==> config.mk <==
export PLATFORM = sky130hd
export DESIGN_NAME = emu_reg_bank
export DESIGN_NICKNAME = d
export VERILOG_FILES = /design/src/rtl/emu_reg_bank.sv
export SDC_FILE = /design/constraint.sdc
export NUM_CORES = 1
export LEC_CHECK = 0
export CAP_MARGIN = 20
export CORE_UTILIZATION = 37
export DETAILED_ROUTE_END_ITERATION = 7
export HOLD_SLACK_MARGIN = 0.06
export PLACE_DENSITY = 0.93
export SLEW_MARGIN = 20
export SYNTH_ARGS = -nofsm -noshare
export SYNTH_HDL_FRONTEND = slang
export SYNTH_SLANG_ARGS = --single-unit
==> constraint.sdc <==
create_clock -name clock -period 2.18 [get_ports clock]
set_clock_uncertainty 0.1 [all_clocks]
set_input_delay 0.545 -clock clock [delete_from_list [all_inputs] [get_ports clock]]
set_output_delay 0.545 -clock clock [all_outputs]
set_load 0.03 [all_outputs]
==> src/rtl/emu_reg_bank.sv <==
// -----------------------------------------------------------------------------
// emu_reg_bank
// Bank of CHANNELS emulated asynchronous registers, WIDTH bits each. Every
// channel captures its slice of d on a selectable edge of its own slow write
// clock (wclk), detected by sampling in the system clock domain. Per-bit level
// set/clear overrides act on q immediately and are absorbed into the stored
// value at the next falling clock edge. All state updates on negedge clock.
//
// Ports:
//   clock  - system clock, state updates on its falling edge
//   reset  - asynchronous, active-high; forces q to RESET_VALUE
//   wclk   - per-channel emulated write clock
//   d      - write data, channel n at [n*WIDTH +: WIDTH]
//   set    - per-bit level set
//   clr    - per-bit level clear, dominates set
//   q      - current register values (combinational over stored value)
//   cap    - one-clock pulse per accepted capture, per channel
// -----------------------------------------------------------------------------
module emu_reg_bank #(
    parameter int unsigned      WIDTH          = 8,
    parameter int unsigned      CHANNELS       = 4,
    parameter int unsigned      EDGE           = 0,   // 0 rising, 1 falling, 2 both
    parameter int unsigned      SYNC_STAGES    = 0,
    parameter logic [WIDTH-1:0] RESET_VALUE    = '0,
    parameter bit               BLOCK_ON_ASYNC = 1'b1
) (
    input  logic                      clock,
    input  logic                      reset,
    input  logic [CHANNELS-1:0]       wclk,
    input  logic [CHANNELS*WIDTH-1:0] d,
    input  logic [CHANNELS*WIDTH-1:0] set,
    input  logic [CHANNELS*WIDTH-1:0] clr,
    output logic [CHANNELS*WIDTH-1:0] q,
    output logic [CHANNELS-1:0]       cap
);

    for (genvar n = 0; n < CHANNELS; n++) begin : g_ch
        logic [WIDTH-1:0] d_n, set_n, clr_n, q_n, blk_n;
        logic [WIDTH-1:0] val_q, val_d;
        logic             wclk_d_q, wclk_d_d;
        logic             armed_q, armed_d;
        logic             cap_q, cap_d;
        logic             ws, rise, fall, hit;

        assign d_n   = d[n*WIDTH +: WIDTH];
        assign set_n = set[n*WIDTH +: WIDTH];
        assign clr_n = clr[n*WIDTH +: WIDTH];

        // Optional sampling chain ahead of edge detection.
        if (SYNC_STAGES == 0) begin : g_nosync
            assign ws = wclk[n];
        end else begin : g_sync
            logic [SYNC_STAGES-1:0] sync_q, sync_d;

            always_comb begin
                sync_d[0] = wclk[n];
                for (int i = 1; i < SYNC_STAGES; i++) begin
                    sync_d[i] = sync_q[i-1];
                end
            end

            always_ff @(negedge clock or posedge reset) begin
                if (reset) sync_q <= '0;
                else       sync_q <= sync_d;
            end

            assign ws = sync_q[SYNC_STAGES-1];
        end

        // NOTE: every comb output gets a default first so no latch is inferred.
        always_comb begin
            rise = ~wclk_d_q & ws;
            fall = wclk_d_q & ~ws;
            hit  = 1'b0;
            if (EDGE == 0)      hit = rise;
            else if (EDGE == 1) hit = fall;
            else                hit = rise | fall;
            // The first edge after reset only loads history; a wclk already
            // high at release must not look like a rising edge.
            hit = hit & armed_q;

            // Priority: reset, clear, set, stored value.
            if (reset) q_n = RESET_VALUE;
            else       q_n = (val_q | set_n) & ~clr_n;

            // Bits with an active override refuse the capture in true-flop mode.
            blk_n = BLOCK_ON_ASYNC ? (set_n | clr_n) : '0;

            // Non-captured bits reload q, so override levels are absorbed.
            if (hit) val_d = (d_n & ~blk_n) | (q_n & blk_n);
            else     val_d = q_n;

            wclk_d_d = ws;
            armed_d  = 1'b1;
            cap_d    = hit;
        end

        // NOTE: sequential state uses non-blocking assignments only.
        always_ff @(negedge clock or posedge reset) begin
            if (reset) begin
                val_q    <= RESET_VALUE;
                wclk_d_q <= 1'b0;
                armed_q  <= 1'b0;
                cap_q    <= 1'b0;
            end else begin
                val_q    <= val_d;
                wclk_d_q <= wclk_d_d;
                armed_q  <= armed_d;
                cap_q    <= cap_d;
            end
        end

        assign q[n*WIDTH +: WIDTH] = q_n;
        assign cap[n]              = cap_q;
    end

endmodule

==> results.py, run 1 <==
metrics = {
    "cts": {
        "root_buffer": "clkbuf_8",
        "cts_sinks": 41,
        "clk_path_buf_depth": 2,
        "htree_num_levels": 2,
        "cts_made_buffers": 5,
    },
    "synth": {
        "synthTopCellsByArea": "dfrtn_1, a21o_1, nor2_1, a2111oi_0, nor3_1",
        "syn_area_per_cell_um2": 9.191,
        "yosysMostFrequentCell": "nor2_1",
        "synthArstFlopShare_pct": 100.0,
        "netlist.area_leader.share_pct": 47.10,
        "synth_cell_types": 14,
        "ys_seq_area_share_pct": 47.10,
        "synth_area_um2": 2178,
        "synthFlopType": "dfrtn_1",
        "syn_nets": 339,
        "postSynthCellCount": 237,
        "ys_seq_elements": 41,
        "synth_area_leader_cell": "dfrtn_1",
        "yosys_warnings": 0,
        "synthTopCellsByCount": "nor2_1, dfrtn_1, a21o_1, nor3_1, nand2b_1",
        "synth-edff-count": 0,
    },
    "timing": {
        "worst_endpoint": "q[26]",
        "worst-ep-kind": "primary output",
    },
    "status": {
        "status": "did not finish",
        "first-error": "[ERROR GRT-0232] Routing congestion too high. Check the congestion heatmap in the GUI.",
        "lastStage": "global routing (5_1_grt)",
    },
    "floorplan": {
        "start_util_pct": 39.08,
        "die_w_um": 78.73,
        "boundaryPins": 138,
        "die-height_um": 78.73,
        "rows": 27,
    },
    "grt": {
        "grtUsageTotal_pct": 79.92,
        "grt_max_degree": 22,
        "gr-total-overflow": 127,
    },
    "place": {
        "place_hpwl_um": 5921,
        "io_buffers": 137,
        "place_inst": 485,
        "gp_congestion": 0.7840,
        "dpl_cell_area_um2": 4320,
    },
}
## metrics by stage
step | util [%] | hold WS, ns | setup slack (ns)
global placement | 77.51 | 0.4861 | -0.7883
detailed placement | 77.51 | 0.4997 | -0.9375
CTS | 95.87 | 0.5072 | -0.7550
floorplan | - | 0.5828 | -0.3296
## routing by layer
layer / GRT overflow / track usage (%)
met2: 81 / 102.1
met3: 0 / 58.51
met5: 0 / 0.9091
met4: 45 / 94.07
met1: 1 / 75.60
## repair_timing
item	in CTS
pin swaps	60
hold buffers	0
setup endpoints to repair	72
setup buffers	19
gates resized for setup	298
gates cloned	9
## cell families after synthesis
family	synth area share [%]
AOI/OAI and AO/OA	23.26
buffers and inverters	5.284
DFF	47.10
other	0.1721
and+or+nand+nor	24.18
==> run 2: changes to the inputs <==
- CORE_UTILIZATION: 37 -> 22
- HOLD_SLACK_MARGIN: 0.06 -> default
- PLACE_DENSITY: 0.93 -> default
- PLACE_DENSITY_LB_ADDON: default -> 0.15
==> results.py, run 2 <==
metrics = {
    "setup_path": {
        "critPathArrivalTime_ns": 2.27,
        "max_stage_delay_ns": 0.42,
        "cp_slowest_cell": "dfrtn_1",
        "path_class": "reg -> out",
        "cp-start-kind": "flop",
        "regToRegStartpoint": "g_ch[2].armed_q",
        "required_ns": 1.53,
        "crit_fanout": 2,
        "crit_path_end_kind": "primary output",
        "reg2reg_slack_ns": 0.72,
        "worstRegToRegCells": 5,
        "r2r-end": "g_ch[3].val_q[7]",
        "path_cells": "nor2_2 > nor3_4 > buf_4 > buf_6",
    },
    "cells_and_area": {
        "largestRegisters": "g_ch.val_q x32, g_ch.cap_q x4, g_ch.wclk_d_q x4",
        "layout.cells.non_filler": 586,
        "design_area_um2": 5640,
        "utilization_pct": 59.91,
        "antenna_cells": 0,
        "final_cell_mix": "dlygate4sd2_1, buf_6, buf_4",
        "finalNetCount": 558,
        "drive_gt1_share_pct": 59.30,
        "area_growth_pct": 158.9,
        "final_common_cell": "dlygate4sd2_1",
        "regMostFlops": "g_ch.val_q",
        "largest_reg_flops": 32,
    },
    "timing": {
        "finalWorstSetupSlack_ns": -0.7301,
        "whs_ns": 0.4959,
        "hold_viol": 0,
        "rsz0062_at_grt": "yes",
        "setup_violations": 70,
        "drv_slew": 0,
        "setup-tns-final_ns": -25.84,
    },
    "power": {
        "p_leak_nw": 2.721,
        "cellPowerDensity_nw_per_um2": 424.4,
        "total_power_mw": 2.394,
        "max-vdd-ir-drop_uv": 276.0,
    },
    "grt": {
        "grt_antenna_before_repair": 0,
        "grt_max_degree": 26,
        "grtUsageTotal_pct": 17.74,
        "grt_first_pass_wirelength_um": 14140,
        "gr-total-overflow": 0,
        "grt_pass1_vias": 2975,
    },
    "synth": {
        "synthArstFlopShare_pct": 100.0,
        "ys_seq_area_share_pct": 47.10,
        "synthTopCellsByArea": "dfrtn_1, a21o_1, nor2_1, a2111oi_0, nor3_1",
        "syn_area_per_cell_um2": 9.191,
        "ys_seq_elements": 41,
        "synth_cell_types": 14,
        "synthTopCellsByCount": "nor2_1, dfrtn_1, a21o_1, nor3_1, nand2b_1",
        "synth-edff-count": 0,
        "synthFlopType": "dfrtn_1",
        "yosys_warnings": 0,
        "synth_area_um2": 2178,
        "syn_nets": 339,
        "synth_area_leader_cell": "dfrtn_1",
        "postSynthCellCount": 237,
        "netlist.area_leader.share_pct": 47.10,
        "yosysMostFrequentCell": "nor2_1",
    },
    "min_path": {
        "hp-start": "g_ch[1].val_q[7]",
        "hold_path_end": "g_ch[1].val_q[7]",
        "hp-class": "reg -> reg",
        "hold_depth": 3,
    },
    "floorplan": {
        "boundaryPins": 138,
        "rows": 35,
        "die_w_um": 101.5,
        "start_util_pct": 23.14,
        "core_area_um2": 9415,
        "die-area_um2": 10300,
        "die-height_um": 101.5,
    },
    "route": {
        "ant_nets": 0,
        "avgRoutedWirePerCell_um": 15.22,
        "drcViolationCount": 0,
        "vias": 2736,
        "vias_per_cell": 4.669,
        "drtIter0Drc": 33,
        "drt-total-wl_um": 8920,
        "drtPass1Iterations": 4,
    },
    "cts": {
        "clk_path_buf_depth": 2,
        "clkTransAtPathRegs_ns": 0.06,
        "cts-hold-fix-buffers": 0,
        "root_buffer": "clkbuf_8",
        "cts_tree": "yes",
        "cts_made_buffers": 5,
        "htree_num_levels": 2,
        "clock_latency_ns": 0.30,
        "cts_sinks": 41,
    },
    "place": {
        "dp_slack_ns": -0.8904,
        "place_inst": 545,
        "gp_congestion": 0.7183,
        "dpl_cell_area_um2": 4414,
        "place_hpwl_um": 5644,
        "io_buffers": 137,
    },
    "status": {
        "violations": "setup timing",
        "status": "complete, but fails checks",
    },
    "job": {
        "drv_cap": 0,
    },
}
[run 2: cell counts after synthesis]
Identical to the previous run, type by type.
[run 2: critical path: cells and delay by family (launching register included)]
kind          cells  cell delay [ns]
flops             1             0.42
buf+inv           2             0.26
simple gates      2             0.20
[run 2: how the worst max path moves through the flow]
| stage | start | to | slack [ns] | cells past startpoint |
|---|---|---|---|---|
| global placement | wclk[1] | g_ch[1].val_q[0] | -0.83 | 5 |
| CTS | g_ch[3].val_q[6] | q[30] | -0.71 | 4 |
| detailed placement | wclk[1] | g_ch[1].val_q[3] | -0.89 | 5 |
| global route | g_ch[0].val_q[7] | q[7] | -0.78 | 4 |
| floorplan | reset | g_ch[1].val_q[0] | -0.33 | 4 |
| finish | g_ch[0].val_q[7] | q[7] | -0.73 | 4 |
[run 2: repair_timing]
action	4_1_cts	5_1_grt
gates resized for setup	288	54
cloned	8	1
endpoints found under the setup margin	72	71
pin swaps	52	19
setup buffers	23	7
[run 2: kinds of logic after synthesis]
kind of cell,share of synthesized area (%)
AO/OA/AOI/OAI,23.26
buffers and inverters,5.284
flip-flops,47.10
AND/OR/NAND/NOR,24.18
other,0.1721
[run 2: final cells by class]
cell class	count	area, um2
Tap cell	129	161.4
Multi-Input combinational cell	176	1939
Inverter	5	22.52
Clock inverter	3	65.06
Timing Repair Buffer	227	2357
Sequential cell	41	1026
Fill cell	817	3775
Clock buffer	5	68.82
[run 2: per-layer routing]
metal / vias to the layer above / wire length, um / GRT usage (%)
li1: 1302 / - / -
met1: 1347 / 3575 / 21.49
met2: 81 / 4795 / 32.22
met3: 6 / 487 / 3.727
met4: 0 / 61 / 3.679
met5: - / 0 / 0
[run 2: power by group]
part           internal (mW)  total (mW)  switching [mW]
logic                  0.425       0.821           0.396
registers              0.811       0.832          0.0204
clock network          0.455       0.742           0.286
total                   1.69        2.39           0.702
(Power assumes the default switching activity.)
==> run 3: changes to the inputs <==
- ABC_CLOCK_PERIOD_IN_PS: default -> 2180
- REMOVE_ABC_BUFFERS: default -> 1
==> results.py, run 3 (synthesis gave the netlist of run 2 again) <==
metrics = {
    "setup_path": {
        "required_ns": 1.53,
        "path_cells": "nor2_2 > nor3_2 > buf_4 > buf_6",
        "critPathArrivalTime_ns": 2.25,
        "crit_path_end_kind": "primary output",
        "crit_fanout": 2,
        "cp_slowest_cell": "dfrtn_1",
        "max_stage_delay_ns": 0.41,
        "cp-start-kind": "flop",
        "path_class": "reg -> out",
    },
    "route": {
        "vias": 2534,
        "vias_per_cell": 4.599,
        "drt-total-wl_um": 8071,
        "drcViolationCount": 0,
        "drtPass1Iterations": 4,
        "avgRoutedWirePerCell_um": 14.65,
        "ant_nets": 0,
        "drtIter0Drc": 24,
    },
    "floorplan": {
        "boundaryPins": 138,
        "core_area_um2": 9415,
        "die-height_um": 101.5,
        "die_w_um": 101.5,
        "die-area_um2": 10300,
        "rows": 35,
        "start_util_pct": 23.14,
    },
    "cells_and_area": {
        "finalNetCount": 522,
        "drive_gt1_share_pct": 53.92,
        "largestRegisters": "g_ch.val_q x32, g_ch.cap_q x4, g_ch.wclk_d_q x4",
        "utilization_pct": 53.13,
        "final_cell_mix": "dlygate4sd2_1, buf_6, dfrtn_1",
        "final_common_cell": "dlygate4sd2_1",
        "fillCellCount": 863,
        "design_area_um2": 5002,
        "regMostFlops": "g_ch.val_q",
        "largest_reg_flops": 32,
        "area_growth_pct": 129.6,
    },
    "cts": {
        "htree_num_levels": 2,
        "cts_made_buffers": 5,
        "cts_tree": "yes",
        "clock_latency_ns": 0.29,
        "clk_path_buf_depth": 2,
        "clkTransAtPathRegs_ns": 0.06,
        "cts_sinks": 41,
        "root_buffer": "clkbuf_8",
        "cts-hold-fix-buffers": 0,
    },
    "power": {
        "cellPowerDensity_nw_per_um2": 417.4,
        "max-vdd-ir-drop_uv": 231.0,
        "p_leak_nw": 2.376,
    },
    "timing": {
        "whs_ns": 0.4927,
        "drv_slew": 0,
        "hold_viol": 0,
        "finalWorstSetupSlack_ns": -0.7177,
        "setup_violations": 64,
        "rsz0062_at_grt": "yes",
    },
    "place": {
        "dp_slack_ns": -0.8619,
        "dpl_cell_area_um2": 3875,
        "io_buffers": 137,
        "gp_congestion": 0.6806,
        "place_hpwl_um": 5042,
    },
    "grt": {
        "gr-total-overflow": 0,
        "grtUsageTotal_pct": 15.59,
        "grt_first_pass_wirelength_um": 12560,
        "grt_antenna_before_repair": 1,
        "grt_max_degree": 23,
        "grt_pass1_vias": 2598,
    },
    "min_path": {
        "hp-class": "reg -> reg",
    },
    "status": {
        "status": "complete, but fails checks",
        "violations": "setup timing",
    },
    "job": {
        "drv_cap": 0,
    },
}
run 3: final timing paths:
path / slack [ns] / start / cells past startpoint / to
worst max-delay path: -0.72 / g_ch[2].val_q[6] / 4 / q[22]
worst min-delay path: 0.49 / g_ch[0].val_q[3] / 3 / g_ch[0].val_q[3]
worst max register to register: 0.72 / g_ch[2].armed_q / 4 / g_ch[3].val_q[5]
worst min register to register: 0.49 / g_ch[0].val_q[3] / 3 / g_ch[0].val_q[3]
max in group asynchronous: 0.43 / reset / 4 / g_ch[0].val_q[1]
min in group asynchronous: 1.36 / reset / 4 / g_ch[2].armed_q
run 3: cell type report:
type	count	area [um2]	share of cell area (%)
clock buffer	7	96.34	1.926
antenna	1	2.502	0.05002
inverter	5	18.77	0.3752
timing repair buffer	191	1932	38.62
sequential	41	1026	20.51
clock inverter	1	5.005	0.1000
tap	129	161.4	3.227
multi-input combinational	176	1760	35.19
run 3: metal layers:
metal / vias to the layer above / wire [um] / track usage [%]
met5: - / 0 / 0
met4: 0 / 38 / 2.787
met3: 5 / 437 / 3.175
met2: 85 / 4059 / 28.43
met1: 1214 / 3536 / 18.99
li1: 1230 / - / -
run 3: metrics by stage:
stage	power (mW)	TNS (ns)	cells
2_1_floorplan	1.021	-53.73	222
3_3_place_gp	1.374	-40.46	527
3_5_place_dp	1.380	-41.90	527
4_1_cts	2.099	-24.39	547
5_1_grt	2.201	-27.12	551
6_report	2.088	-23.90	551
run 3: critical path, delay by kind of cell, from the launching register on:
family / cells / cell delay, ns
DFF: 1 / 0.41
buffers and inverters: 2 / 0.27
and+or+nand+nor: 2 / 0.20
run 3: what timing repair did:
action                     4_1_cts  5_1_grt
buffers inserted                 4        1
pin swaps                       49       31
gates cloned                     8        2
setup endpoints to repair       72       69
resized for setup              327       40
run 3: where the power goes:
group / switching [mW] / leakage [nW] / internal (mW)
Sequential: 0.0148 / 0.538 / 0.811
Combinational: 0.348 / 1.78 / 0.357
Clock: 0.270 / 0.0542 / 0.287
Total: 0.633 / 2.38 / 1.45
